File: src/rtl/serial_link_ctrl_pkg.sv
// Shared register map, CTRL layout and isolation FSM state encoding
// for the serial link control/status register block.
package serial_link_ctrl_pkg;

  localparam logic [3:0] CTRL_OFFSET     = 4'h0;
  localparam logic [3:0] ISOLATED_OFFSET = 4'h4;
  localparam logic [3:0] ALLOC_TX_OFFSET = 4'h8;
  localparam logic [3:0] ALLOC_RX_OFFSET = 4'hC;

  localparam int unsigned CTRL_CLK_ENA_BIT = 0;
  localparam int unsigned CTRL_RESET_N_BIT = 1;
  localparam int unsigned CTRL_ISO_IN_BIT  = 8;
  localparam int unsigned CTRL_ISO_OUT_BIT = 9;

  localparam int unsigned ISO_STATUS_LSB  = 0;
  localparam int unsigned ISO_TIMEOUT_LSB = 8;

  // Only implemented CTRL bits survive reset-value loading
  localparam logic [31:0] CTRL_MASK = 32'h0000_0303;

  typedef enum logic [1:0] {
    ISO_ACTIVE    = 2'd0,
    ISO_ISOLATING = 2'd1,
    ISO_ISOLATED  = 2'd2,
    ISO_RELEASING = 2'd3
  } iso_state_e;

  typedef enum logic {
    BUS_IDLE = 1'b0,
    BUS_RESP = 1'b1
  } bus_state_e;

  typedef struct packed {
    logic [21:0] rsvd_hi;
    logic        iso_out;
    logic        iso_in;
    logic [5:0]  rsvd_lo;
    logic        reset_n;
    logic        clk_ena;
  } ctrl_reg_t;

endpackage

File: src/rtl/serial_link_ctrl_regs_if.sv
// Register-bus request/response bundle between software master and the
// serial link control register block.
interface serial_link_ctrl_regs_if #(
  parameter int unsigned AddrWidth = 32,
  parameter int unsigned DataWidth = 32
);
  logic                 reg_req_valid_i;
  logic                 reg_req_write_i;
  logic [AddrWidth-1:0] reg_req_addr_i;
  logic [DataWidth-1:0] reg_req_wdata_i;
  logic [3:0]           reg_req_wstrb_i;
  logic                 reg_rsp_ready_o;
  logic [DataWidth-1:0] reg_rsp_rdata_o;
  logic                 reg_rsp_error_o;

  modport master (
    output reg_req_valid_i, reg_req_write_i, reg_req_addr_i,
           reg_req_wdata_i, reg_req_wstrb_i,
    input  reg_rsp_ready_o, reg_rsp_rdata_o, reg_rsp_error_o
  );

  modport slave (
    input  reg_req_valid_i, reg_req_write_i, reg_req_addr_i,
           reg_req_wdata_i, reg_req_wstrb_i,
    output reg_rsp_ready_o, reg_rsp_rdata_o, reg_rsp_error_o
  );
endinterface

File: src/rtl/serial_link_iso_fsm.sv
// One AXI-port isolation handshake FSM with a saturating timeout counter
// and a sticky timeout flag (set beats software clear).
module serial_link_iso_fsm
  import serial_link_ctrl_pkg::*;
#(
  parameter int unsigned TimeoutCycles = 1024
) (
  input  logic clk_1,
  input  logic rst_1_n,
  input  logic i_iso_bit,
  input  logic i_isolated,
  input  logic i_sticky_clr,
  output logic o_isolate_req,
  output logic o_status,
  output logic o_sticky
);

  localparam int unsigned CntWidth = $clog2(TimeoutCycles + 1);
  localparam logic [CntWidth-1:0] CntMax = CntWidth'(TimeoutCycles);

  iso_state_e          r_state, w_state_d;
  logic [CntWidth-1:0] r_cnt, w_cnt_d;
  logic                r_req, r_status, r_sticky;
  logic                w_waiting, w_hit, w_sticky_d;

  // Next state, counter and sticky flag
  always_comb begin
    w_state_d = r_state;
    w_cnt_d   = r_cnt;
    w_waiting = (r_state == ISO_ISOLATING) || (r_state == ISO_RELEASING);
    case (r_state)
      ISO_ISOLATING: begin
        if (i_isolated)      w_state_d = ISO_ISOLATED;
        else if (!i_iso_bit) w_state_d = ISO_RELEASING;
      end
      ISO_ISOLATED:  if (!i_iso_bit) w_state_d = ISO_RELEASING;
      ISO_RELEASING: begin
        if (!i_isolated)    w_state_d = ISO_ACTIVE;
        else if (i_iso_bit) w_state_d = ISO_ISOLATING;
      end
      ISO_ACTIVE:    if (i_iso_bit) w_state_d = ISO_ISOLATING;
      default:       w_state_d = ISO_ISOLATING;
    endcase
    if (w_state_d != r_state)              w_cnt_d = '0;
    else if (w_waiting && r_cnt != CntMax) w_cnt_d = r_cnt + CntWidth'(1);
    // Flag fires only on the cycle the counter first reaches the limit
    w_hit      = (w_cnt_d == CntMax) && (r_cnt != CntMax);
    w_sticky_d = w_hit | (r_sticky & ~i_sticky_clr);
  end

  always_ff @(posedge clk_1 or posedge rst_1_n) begin
    if (rst_1_n) begin
      r_state  <= ISO_ISOLATING;
      r_cnt    <= '0;
      r_req    <= 1'b1;
      r_status <= 1'b1;
      r_sticky <= 1'b0;
    end else begin
      r_state  <= w_state_d;
      r_cnt    <= w_cnt_d;
      r_req    <= (w_state_d == ISO_ISOLATING) || (w_state_d == ISO_ISOLATED);
      r_status <= (w_state_d != ISO_ACTIVE);
      r_sticky <= w_sticky_d;
    end
  end

  assign o_isolate_req = r_req;
  assign o_status      = r_status;
  assign o_sticky      = r_sticky;

endmodule

File: src/rtl/serial_link_ctrl_regs.sv
// Serial link control/status register block: register-bus responder,
// link clock/reset/allocator configuration and per-port isolation control.
module serial_link_ctrl_regs
  import serial_link_ctrl_pkg::*;
#(
  parameter int unsigned AddrWidth     = 32,
  parameter int unsigned DataWidth     = 32,
  parameter int unsigned TimeoutCycles = 1024,
  parameter logic [31:0] CtrlRstVal    = 32'h300
) (
  input  logic                      clk_1,
  input  logic                      rst_1_n,
  serial_link_ctrl_regs_if.slave    reg_bus,
  output logic                      clk_ena_o,
  output logic                      link_rst_no,
  output logic [1:0]                isolate_req_o,
  input  logic [1:0]                isolated_i,
  output logic [1:0]                alloc_tx_cfg_o,
  output logic [1:0]                alloc_rx_cfg_o
);

  bus_state_e           r_state, w_state_d;
  logic                 r_ready, w_ready_d;
  logic [DataWidth-1:0] r_rdata, w_rdata_d;
  logic                 r_error, w_error_d;
  ctrl_reg_t            r_ctrl, w_ctrl_d;
  logic [1:0]           r_tx, w_tx_d, r_rx, w_rx_d;
  logic                 r_clk_ena, r_link_rst_n;
  logic [1:0]           r_tx_o, r_rx_o;
  logic [1:0]           w_sticky_clr, w_status, w_sticky;
  logic                 w_dec_err;
  logic [3:0]           w_off;
  logic [31:0]          w_wdata;
  logic [3:0]           w_wstrb;
  logic                 w_unused_bits;

  assign w_off     = reg_bus.reg_req_addr_i[3:0];
  assign w_wdata   = 32'(reg_bus.reg_req_wdata_i);
  assign w_wstrb   = reg_bus.reg_req_wstrb_i;
  assign w_dec_err = (|reg_bus.reg_req_addr_i[AddrWidth-1:4]) || (w_off[1:0] != 2'b00);
  assign w_unused_bits = ^{w_wdata[31:10], w_wdata[7:2], w_wstrb[3:2]};

  // Bus FSM: decode and act in IDLE, respond for one cycle in RESP
  always_comb begin
    w_state_d    = r_state;
    w_ready_d    = 1'b0;
    w_rdata_d    = r_rdata;
    w_error_d    = r_error;
    w_ctrl_d     = r_ctrl;
    w_tx_d       = r_tx;
    w_rx_d       = r_rx;
    w_sticky_clr = 2'b00;
    case (r_state)
      BUS_IDLE: begin
        if (reg_bus.reg_req_valid_i) begin
          w_state_d = BUS_RESP;
          w_ready_d = 1'b1;
          w_error_d = w_dec_err;
          w_rdata_d = '0;
          if (!w_dec_err && reg_bus.reg_req_write_i) begin
            case (w_off)
              CTRL_OFFSET: begin
                if (w_wstrb[0]) begin
                  w_ctrl_d.clk_ena = w_wdata[CTRL_CLK_ENA_BIT];
                  w_ctrl_d.reset_n = w_wdata[CTRL_RESET_N_BIT];
                end
                if (w_wstrb[1]) begin
                  w_ctrl_d.iso_in  = w_wdata[CTRL_ISO_IN_BIT];
                  w_ctrl_d.iso_out = w_wdata[CTRL_ISO_OUT_BIT];
                end
              end
              ISOLATED_OFFSET: if (w_wstrb[1]) w_sticky_clr = w_wdata[ISO_TIMEOUT_LSB +: 2];
              ALLOC_TX_OFFSET: if (w_wstrb[0]) w_tx_d = w_wdata[1:0];
              ALLOC_RX_OFFSET: if (w_wstrb[0]) w_rx_d = w_wdata[1:0];
              default: ;
            endcase
          end else if (!w_dec_err) begin
            case (w_off)
              CTRL_OFFSET:     w_rdata_d = DataWidth'(r_ctrl);
              ISOLATED_OFFSET: w_rdata_d = DataWidth'({w_sticky, 6'b0, w_status});
              ALLOC_TX_OFFSET: w_rdata_d = DataWidth'(r_tx);
              ALLOC_RX_OFFSET: w_rdata_d = DataWidth'(r_rx);
              default:         w_rdata_d = '0;
            endcase
          end
        end
      end
      BUS_RESP: w_state_d = BUS_IDLE;
      default:  w_state_d = BUS_IDLE;
    endcase
  end

  always_ff @(posedge clk_1 or posedge rst_1_n) begin
    if (rst_1_n) begin
      r_state      <= BUS_IDLE;
      r_ready      <= 1'b0;
      r_rdata      <= '0;
      r_error      <= 1'b0;
      r_ctrl       <= ctrl_reg_t'(CtrlRstVal & CTRL_MASK);
      r_tx         <= 2'b00;
      r_rx         <= 2'b00;
      r_clk_ena    <= 1'b0;
      r_link_rst_n <= 1'b0;
      r_tx_o       <= 2'b00;
      r_rx_o       <= 2'b00;
    end else begin
      r_state      <= w_state_d;
      r_ready      <= w_ready_d;
      r_rdata      <= w_rdata_d;
      r_error      <= w_error_d;
      r_ctrl       <= w_ctrl_d;
      r_tx         <= w_tx_d;
      r_rx         <= w_rx_d;
      r_clk_ena    <= r_ctrl.clk_ena;
      r_link_rst_n <= r_ctrl.reset_n;
      r_tx_o       <= r_tx;
      r_rx_o       <= r_rx;
    end
  end

  serial_link_iso_fsm #(.TimeoutCycles(TimeoutCycles)) u_iso_in (
    .clk_1         (clk_1),
    .rst_1_n       (rst_1_n),
    .i_iso_bit     (r_ctrl.iso_in),
    .i_isolated    (isolated_i[0]),
    .i_sticky_clr  (w_sticky_clr[0]),
    .o_isolate_req (isolate_req_o[0]),
    .o_status      (w_status[0]),
    .o_sticky      (w_sticky[0])
  );

  serial_link_iso_fsm #(.TimeoutCycles(TimeoutCycles)) u_iso_out (
    .clk_1         (clk_1),
    .rst_1_n       (rst_1_n),
    .i_iso_bit     (r_ctrl.iso_out),
    .i_isolated    (isolated_i[1]),
    .i_sticky_clr  (w_sticky_clr[1]),
    .o_isolate_req (isolate_req_o[1]),
    .o_status      (w_status[1]),
    .o_sticky      (w_sticky[1])
  );

  assign reg_bus.reg_rsp_ready_o = r_ready;
  assign reg_bus.reg_rsp_rdata_o = r_rdata;
  assign reg_bus.reg_rsp_error_o = r_error;
  assign clk_ena_o      = r_clk_ena;
  assign link_rst_no    = r_link_rst_n;
  assign alloc_tx_cfg_o = r_tx_o;
  assign alloc_rx_cfg_o = r_rx_o;

endmodule

File: src/flat_wrapper.sv
// flat-port wrapper written by rule: the top's interface ports become plain ports
module serial_link_ctrl_regs_flat import serial_link_ctrl_pkg::*;
#(
  parameter int unsigned AddrWidth     = 32,
  parameter int unsigned DataWidth     = 32,
  parameter int unsigned TimeoutCycles = 1024,
  parameter logic [31:0] CtrlRstVal    = 32'h300
)
  (clk_1, rst_1_n, clk_ena_o, link_rst_no, isolate_req_o, isolated_i, alloc_tx_cfg_o, alloc_rx_cfg_o, reg_bus_reg_req_valid_i, reg_bus_reg_req_write_i, reg_bus_reg_req_addr_i, reg_bus_reg_req_wdata_i, reg_bus_reg_req_wstrb_i, reg_bus_reg_rsp_ready_o, reg_bus_reg_rsp_rdata_o, reg_bus_reg_rsp_error_o);
  serial_link_ctrl_regs_if #(.AddrWidth(AddrWidth), .DataWidth(DataWidth)) reg_bus_i ();
  input  logic clk_1;
  input  logic rst_1_n;
  output logic clk_ena_o;
  output logic link_rst_no;
  output logic [1:0] isolate_req_o;
  input  logic [1:0] isolated_i;
  output logic [1:0] alloc_tx_cfg_o;
  output logic [1:0] alloc_rx_cfg_o;
  input wire logic [$bits(reg_bus_i.reg_req_valid_i)-1:0] reg_bus_reg_req_valid_i;
  input wire logic [$bits(reg_bus_i.reg_req_write_i)-1:0] reg_bus_reg_req_write_i;
  input wire logic [$bits(reg_bus_i.reg_req_addr_i)-1:0] reg_bus_reg_req_addr_i;
  input wire logic [$bits(reg_bus_i.reg_req_wdata_i)-1:0] reg_bus_reg_req_wdata_i;
  input wire logic [$bits(reg_bus_i.reg_req_wstrb_i)-1:0] reg_bus_reg_req_wstrb_i;
  output wire logic [$bits(reg_bus_i.reg_rsp_ready_o)-1:0] reg_bus_reg_rsp_ready_o;
  output wire logic [$bits(reg_bus_i.reg_rsp_rdata_o)-1:0] reg_bus_reg_rsp_rdata_o;
  output wire logic [$bits(reg_bus_i.reg_rsp_error_o)-1:0] reg_bus_reg_rsp_error_o;
  assign reg_bus_i.reg_req_valid_i = reg_bus_reg_req_valid_i;
  assign reg_bus_i.reg_req_write_i = reg_bus_reg_req_write_i;
  assign reg_bus_i.reg_req_addr_i = reg_bus_reg_req_addr_i;
  assign reg_bus_i.reg_req_wdata_i = reg_bus_reg_req_wdata_i;
  assign reg_bus_i.reg_req_wstrb_i = reg_bus_reg_req_wstrb_i;
  assign reg_bus_reg_rsp_ready_o = reg_bus_i.reg_rsp_ready_o;
  assign reg_bus_reg_rsp_rdata_o = reg_bus_i.reg_rsp_rdata_o;
  assign reg_bus_reg_rsp_error_o = reg_bus_i.reg_rsp_error_o;
  serial_link_ctrl_regs #(.AddrWidth(AddrWidth), .DataWidth(DataWidth), .TimeoutCycles(TimeoutCycles), .CtrlRstVal(CtrlRstVal)) u_core (.clk_1(clk_1), .rst_1_n(rst_1_n), .reg_bus(reg_bus_i), .clk_ena_o(clk_ena_o), .link_rst_no(link_rst_no), .isolate_req_o(isolate_req_o), .isolated_i(isolated_i), .alloc_tx_cfg_o(alloc_tx_cfg_o), .alloc_rx_cfg_o(alloc_rx_cfg_o));
endmodule
File: config.mk
export PLATFORM = sky130hd
export DESIGN_NAME = serial_link_ctrl_regs_flat
export DESIGN_NICKNAME = d
export VERILOG_FILES = /design/src/rtl/serial_link_ctrl_pkg.sv /design/src/rtl/serial_link_ctrl_regs_if.sv /design/src/rtl/serial_link_iso_fsm.sv /design/src/rtl/serial_link_ctrl_regs.sv /design/src/flat_wrapper.sv
export SDC_FILE = /design/constraint.sdc
export NUM_CORES = 1
export LEC_CHECK = 0
export CORE_UTILIZATION = 30
export DETAILED_ROUTE_END_ITERATION = 7
export SLEW_MARGIN = 15
export SYNTH_ARGS = -nofsm -noshare
export SYNTH_HDL_FRONTEND = slang
export SYNTH_SLANG_ARGS = --single-unit
File: constraint.sdc
create_clock -name clk_1 -period 2.5 [get_ports clk_1]
set_clock_uncertainty 0.15 [all_clocks]
set_input_delay 0.75 -clock clk_1 [delete_from_list [all_inputs] [get_ports clk_1]]
set_output_delay 0.75 -clock clk_1 [all_outputs]
set_load 0.02 [all_outputs]
==> results of run 1 <==
area by class of cell:
type / count / area (sq um)
clock buffer: 6 / 82.58
clock inverter: 2 / 38.79
fill: 974 / 5924
inverter: 19 / 71.32
multi-input combinational: 223 / 1454
sequential: 52 / 1311
tap: 133 / 166.4
timing repair buffer: 70 / 680.7
timing repair:
item | CTS | global route
setup endpoints to repair | 0 | 5
gates resized for setup | 0 | 4
setup buffers | 0 | 0
flip-flops by register name, summed over array words and instances, names as in the netlist, 2 cells and up:
signal	flops
u_core.u_iso_out.r_cnt	11
u_core.u_iso_in.r_cnt	11
u_core.reg_bus.reg_rsp_rdata_o	4
u_core.r_tx	2
u_core.u_iso_in.r_state	2
u_core.alloc_tx_cfg_o	2
u_core.alloc_rx_cfg_o	2
u_core.r_ctrl	4
u_core.u_iso_out.r_state	2
u_core.r_rx	2
placed cells by master (no fill, tap or decap), types with 2 or more instances in the layout:
cell type / count
ha_1: 6
conb_1: 28
mux4_2: 2
o22ai_1: 2
inv_1: 18
and4b_1: 2
nand3_1: 9
o21ai_0: 8
nor4b_1: 2
xnor2_1: 17
mux2i_1: 3
clkdlybuf4s50_1: 57
nand2_1: 22
a31oi_1: 2
nand4_1: 12
nor2_1: 30
dfrtp_1: 44
xor2_1: 8
and3_1: 5
o41ai_1: 2
nor3_1: 7
or3_1: 3
nor2b_1: 2
nand4b_1: 2
nor4_2: 5
nor3b_1: 2
nand2b_1: 3
dfstp_2: 8
buf_4: 12
mux2_2: 7
a21oi_1: 7
clkbuf_8: 6
nor4_1: 7
worst min path at each step:
stage	startpoint	to	slack [ns]	depth (start not counted)
6_report	u_core.r_ctrl[1]	u_core.link_rst_no	0.25	0
4_1_cts	u_core.r_ctrl[1]	u_core.link_rst_no	0.26	0
3_5_place_dp	u_core.r_ctrl[1]	u_core.link_rst_no	0.23	0
2_1_floorplan	u_core.r_rx[0]	u_core.alloc_rx_cfg_o[0]	0.21	0
3_3_place_gp	u_core.r_ctrl[1]	u_core.link_rst_no	0.23	0
5_1_grt	u_core.r_ctrl[1]	u_core.link_rst_no	0.28	0
routing by layer:
metal  track usage (%)  part of all wire, %  wire [um]
met1             16.21                   44       2790
met2             22.10                   48       3049
met3             2.873                  6.7        423
met4             4.066                  1.0         64
met5                 0                    0          0
cells by family (layout without fill, tap and decap cells):
logic type / after synthesis / count (layout) / share of synthesized area [%]
buffers and inverters: 61 / 97 / 12.04
AND/OR/NAND/NOR: 120 / 120 / 22.03
adder cells (fa/ha/maj): 6 / 6 / 2.499
AO/OA/AOI/OAI: 31 / 31 / 6.873
multiplexers: 13 / 13 / 5.498
flip-flops: 52 / 52 / 43.65
XOR/XNOR: 25 / 25 / 7.289
other: 1 / 28 / 0.1248
power breakdown:
| part | switching [mW] | total (mW) | internal, mW |
|---|---|---|---|
| clock | 0.278 | 0.605 | 0.328 |
| sequential | 0.0645 | 0.973 | 0.908 |
| combinational | 0.274 | 0.512 | 0.239 |
through the flow:
step	cells	setup TNS, ns
final	505	0
after global routing	505	0
after CTS	505	0
after detailed placement	497	-2.491
after global placement	497	-2.105
after floorplan	336	0
==> metrics.md, run 1 <==
| Metric | Value |
|---|---|
| Die Width | `102.1 um` |
| FF-to-FF setup slack | `between 0.3 and 0.4 ns` |
| WL final | `approximately 6300 um` |
| Place WS | `-0.2772 ns` |
| Highest clock rate | `approximately 0.42 GHz` |
| Netlist cell types | `52` |
| Power Dens Cells | `between 500 and 600 nW/um^2` |
| Via/cell ratio | `about 4.6` |
| Final hold slack | `between 0.2 and 0.3 ns` |
| Post-synth EDFFs | `0` |
| Layout cells sized above 1 | `between 10% and 20%` |
| First-pass detailed-route iteration total | `4` |
| Ant. Diodes | `0` |
| Hold Buf Count CTS | `0` |
| Vias in the first global route | `~2300` |
| Remaining DRCs | `0` |
| Mapped Area | `~3000 sq um` |
| Register area share after synthesis | `between 40% and 50%` |
| Finished Cell Area | `about 3800 sq um` |
| Area Growth Syn to Fin | `26.66%` |
| CP top delay family | `simple AND/OR/NAND/NOR gates` |
| Req. time, crit path | `between 2 and 3 ns` |
| Nets | `~450` |
| DR vias | `around 2300` |
| Maximum VDD drop | `between 0.00015 and 0.0002 V` |
| Final setup violation count | `0` |
| Max Cap Viol | `0` |
| LEAKAGE | `between 1.5 and 2 nW` |
| Commonest cells in the netlist | `44 x dfrtp_1, 31 x buf_4, 30 x nor2_1, 22 x nand2_1, 19 x inv_1` |
| Final count of hold timing violations | `0` |
| FFs w/ async S/R, synth | `100.0%` |
| Worst-path cell chain | `clkdlybuf4s50_1 > nor4_2 > nand4_1 > nor2_2 > and4b_1 > mux2_2` |
| CTS tree | `yes` |
| Congestion Overflow GR | `0` |
| DIE AREA | `between 10000 and 15000 sq um` |
| Initial antenna violation count | `0` |
| Synth warn | `0` |
| GRT Overall Usage | `12.92%` |
| Power Total | `around 2.1 mW` |
| CTS Buf Count | `5` |
| Crit. Startpoint | `reg_bus_reg_req_addr_i[6]` |
| Port bufs | `between 50 and 60` |
| Gate Count Post-Synth | `309` |
| Area fraction of the dominant cell type after synthesis | `a little over a third` |
| Pin count of the biggest net entering global routing | `36` |
| Synthesized area per cell | `9.722 sq um` |
| Final worst-path cycle share | `roughly 96%` |
| First-pass GRT wire length | `10540 um` |
| RSZ-0062 raised after global routing | `no` |
| Top_reg_cell synth | `dfrtp_1` |
| Peak fanout along the critical path | `4` |
| Top cells by area, synth | `dfrtp_1 37%, buf_4 7.7%, dfstp_2 7.0%` |
| Period minus WS final | `between 2 and 2.5 ns` |
| Placement Cell Area | `3662 sq um` |
| Stages on worst setup path | `6` |
| Final Worst Setup Slack | `0.09848 ns` |
| Initial Utilization | `a little under a third` |
| Synth Register Bits | `52` |
| Clock Latency Late Sink | `between 0.3 and 0.4 ns` |
| CTS H-tree depth | `2` |
| Slowest CP cell | `clkdlybuf4s50_1` |
| Startpoint types | `primary input` |
| DIE HEIGHT | `between 100 and 150 um` |
| Initial detailed-routing violation count | `92` |
| Crit end category | `register` |
| Crit path kind | `primary input to register` |
| Fin util | `about two fifths` |
| Status | `completed` |
| Clk slew on worst S/H paths | `approximately 0.10 ns` |
| HP Class | `register to register` |
| Clk Tree Root Cell | `clkbuf_8` |
| Slowest Stage Delay on Critical Path | `around 0.43 ns` |
| CP Capture Point | `u_core.r_tx[0]` |
| I/O Pins | `116` |
| Post-DR wirelength/cell | `12.53 um` |
| Clock buffer depth | `2` |
| Final Max Slew Viols | `0` |
| Core area | `just under 10000 sq um` |
| # rows | `36` |
| Count leader, synth | `dfrtp_1` |
| Post-detail-place hpwl | `~5000 um` |
| Routed Antenna Nets | `0` |
| Reg2Reg Launch Point | `u_core.u_iso_in.r_cnt[0]` |
| WP buf/inv | `1` |
| GP Congestion | `about 0.9` |
| Crit path arrival time | `around 2.4 ns` |
| R2r endpoint | `u_core.u_iso_in.o_sticky` |
| Worst reg2reg path depth | `6` |
| Synth area leader | `dfrtp_1` |
| CTS Sinks | `52` |
Note: power is estimated with default switching activity, not from simulation.
==> run 2: changes to the inputs <==
--- a/config.mk
+++ b/config.mk
@@ -7,6 +7,7 @@
 export LEC_CHECK = 0
 export CORE_UTILIZATION = 30
 export DETAILED_ROUTE_END_ITERATION = 7
+export PLACE_DENSITY = 0.56
 export SLEW_MARGIN = 15
 export SYNTH_ARGS = -nofsm -noshare
 export SYNTH_HDL_FRONTEND = slang
==> metrics.md, run 2 (same netlist as run 1, synthesis figures left out) <==
| Metric | Value |
|---|---|
| RSZ-0062 raised after global routing | `no` |
| Clock buffer depth | `2 (unchanged)` |
| Post-detail-place hpwl | `4726 um (-5.2%)` |
| Commonest non-fill, non-tap cell in the layout | `clkdlybuf4s50_1` |
| Final setup violation count | `0 (unchanged)` |
| Slowest Stage Delay on Critical Path | `0.42 ns (about the same)` |
| Req. time, crit path | `2.54 ns (about the same)` |
| Crit path arrival time | `2.38 ns (-0.06 ns)` |
| Startpoint types | `primary input` |
| Layout cells sized above 1 | `12.94% (-0.50 points)` |
| Top Registers | `u_core.u_iso_in.r_cnt (11), u_core.u_iso_out.r_cnt (11)` |
| DIE AREA | `10420 sq um (unchanged)` |
| Crit path kind | `primary input to register` |
| Pin count of the biggest net entering global routing | `53 (+47%)` |
| Final worst-path cycle share | `93.71% (-2.3 points)` |
| Hold wc startpoint | `u_core.r_rx[0]` |
| DR vias | `2268 (-2.2%)` |
| Peak fanout along the critical path | `4 (unchanged)` |
| GP Congestion | `0.8591 (-3.6%)` |
| First-pass detailed-route iteration total | `6 (+2)` |
| Post-DR wirelength/cell | `12.29 um (-2.0%)` |
| Initial detailed-routing violation count | `60 (-35%)` |
| Remaining DRCs | `0 (unchanged)` |
| Status | `completed` |
| Sequential cell area | `1311 sq um (unchanged)` |
| R2r endpoint | `u_core.u_iso_in.o_sticky` |
| DIE HEIGHT | `102.1 um (unchanged)` |
| Clk Tree Root Cell | `clkbuf_8` |
| FF-to-FF setup slack | `0.45 ns (+0.07 ns)` |
| Met2 usage | `22.25% (+0.15 points)` |
| Die Width | `102.1 um (unchanged)` |
| WL final | `6192 um (-2.1%)` |
| CTS tree | `yes` |
| Worst-path cell chain | `clkdlybuf4s50_1 > nor4_2 > nand4_1 > nor2_2 > buf_4 > nand4b_1 > mux2_2` |
| Congestion Overflow GR | `0 (unchanged)` |
| WP buf/inv | `2 (+1)` |
| Clock Latency Late Sink | `0.30 ns (about the same)` |
| Port bufs | `57 (unchanged)` |
| Power Dens Cells | `524.7 nW/um^2 (-4.5%)` |
| Routed Antenna Nets | `0 (unchanged)` |
| Max Cap Viol | `0 (unchanged)` |
| CP top delay family | `simple AND/OR/NAND/NOR gates` |
| Hold path depth | `0 (unchanged)` |
| Vias in the first global route | `2154 (-5.2%)` |
| Power Total | `1.980 mW (-5.3%)` |
| GRT Overall Usage | `12.82% (-0.093 points)` |
| Crit end category | `register` |
| Final count of hold timing violations | `0 (unchanged)` |
| # rows | `36 (unchanged)` |
| Highest clock rate | `0.4268 GHz (+2.5%)` |
| I/O Pins | `116 (unchanged)` |
| Area Growth Syn to Fin | `25.61%` |
| Area taken by multi-input logic gates | `1458 sq um (+0.26%)` |
| Fillers | `1013 (+4.0%)` |
| LEAKAGE | `1.612 nW (-1.3%)` |
| Gr busiest metal | `met2` |
| Fin util | `38.79% (-0.32 points)` |
| CTS H-tree depth | `2 (unchanged)` |
| First-pass GRT wire length | `10400 um (-1.3%)` |
| Core area | `9729 sq um (unchanged)` |
| CTS Buf Count | `5 (unchanged)` |
| Worst reg2reg path depth | `6 (unchanged)` |
| CTS Sinks | `52 (unchanged)` |
| Clk slew on worst S/H paths | `0.10 ns (about the same)` |
| Nets | `450 (-0.22%)` |
| TNS Setup | `0 ns (unchanged)` |
| Reg2Reg Launch Point | `u_core.u_iso_in.r_cnt[0]` |
| Setup Fix Bufs, Post-CTS | `0 (unchanged)` |
| Slowest CP cell | `clkdlybuf4s50_1` |
| Most frequent cells in the layout | `57 x clkdlybuf4s50_1, 44 x dfrtp_1, 30 x nor2_1` |
| HP Class | `register to register` |
| Maximum VDD drop | `0.0002405 V (+23%)` |
| Initial Utilization | `30.88% (unchanged)` |
| Met1 usage | `16.58% (+0.37 points)` |
| Hold Crit Endpoint | `u_core.alloc_rx_cfg_o[0]` |
| Period minus WS final | `2.343 ns (-0.05871 ns)` |
| Grt met3 use | `2.326% (-0.55 points)` |
| Via/cell ratio | `4.500 (-2.0%)` |
| Ant. Diodes | `0 (unchanged)` |
| Initial antenna violation count | `0 (unchanged)` |
| Stages on worst setup path | `7 (+1)` |
| Final Max Slew Viols | `0 (unchanged)` |
## run 2: cell types whose count changed in the layout (fill, tap and decap cells not counted), sizes merged
cell / change
buf: -1
bufinv: -1
clkbuf: +1
clkinv: -1
clkinvlp: +1
## run 2: worst max path at each step
| stage | from | slack [ns] | end |
|---|---|---|---|
| 6_report | reg_bus_reg_req_addr_i[18] | 0.16 | u_core.r_ctrl[1] |
| 5_1_grt | reg_bus_reg_req_addr_i[25] | 0.0008 | u_core.r_ctrl[1] |
| 3_5_place_dp | reg_bus_reg_req_addr_i[25] | -0.22 | u_core.r_ctrl[1] |
| 2_1_floorplan | reg_bus_reg_req_addr_i[26] | 0.29 | u_core.r_tx[0] |
| 4_1_cts | reg_bus_reg_req_addr_i[18] | 0.1 | u_core.r_ctrl[1] |
| 3_3_place_gp | reg_bus_reg_req_addr_i[25] | -0.23 | u_core.r_ctrl[0] |
## run 2: per-layer routing
| metal | wire (um) | vias to the layer above | share of wire [%] |
|---|---|---|---|
| met5 | 0 | - | 0 |
| met4 | 47 | 0 | 0.76 |
| met3 | 160 | 5 | 2.6 |
| met2 | 3121 | 33 | 50 |
| met1 | 2863 | 1090 | 46 |
| li1 | - | 1140 | - |
## run 2: layout make-up
type                    count  area share, %
multi-input cells         223          38.63
clock buffers               7          2.288
clock inverters             1         0.1989
repair buffers             69          17.84
inverters                  19          1.890
well taps                 133          4.410
flip-flops and latches     52          34.75
## run 2: per-stage QoR
step	instance area, sq um	instances	hold WS [ns]	setup WS (ns)
after floorplan	3105	336	0.2125	0.2885
after CTS	3749	504	0.2442	0.09837
after global placement	3655	496	0.2258	-0.2340
after detailed placement	3655	496	0.2282	-0.2210
after global routing	3774	504	0.2725	0.0008131
final	3774	504	0.2464	0.1572
## run 2: report_power, final
group	switching, mW	internal (mW)	total [mW]
Clock	0.280	0.226	0.505
Sequential	0.0620	0.908	0.970
Combinational	0.260	0.245	0.505
Total	0.601	1.38	1.98
## run 2: what timing repair did
action                                  CTS  global route
endpoints found under the setup margin    0            11
resized for setup                         0             4
hold endpoints to repair                  0             0
hold buffers                              0             0
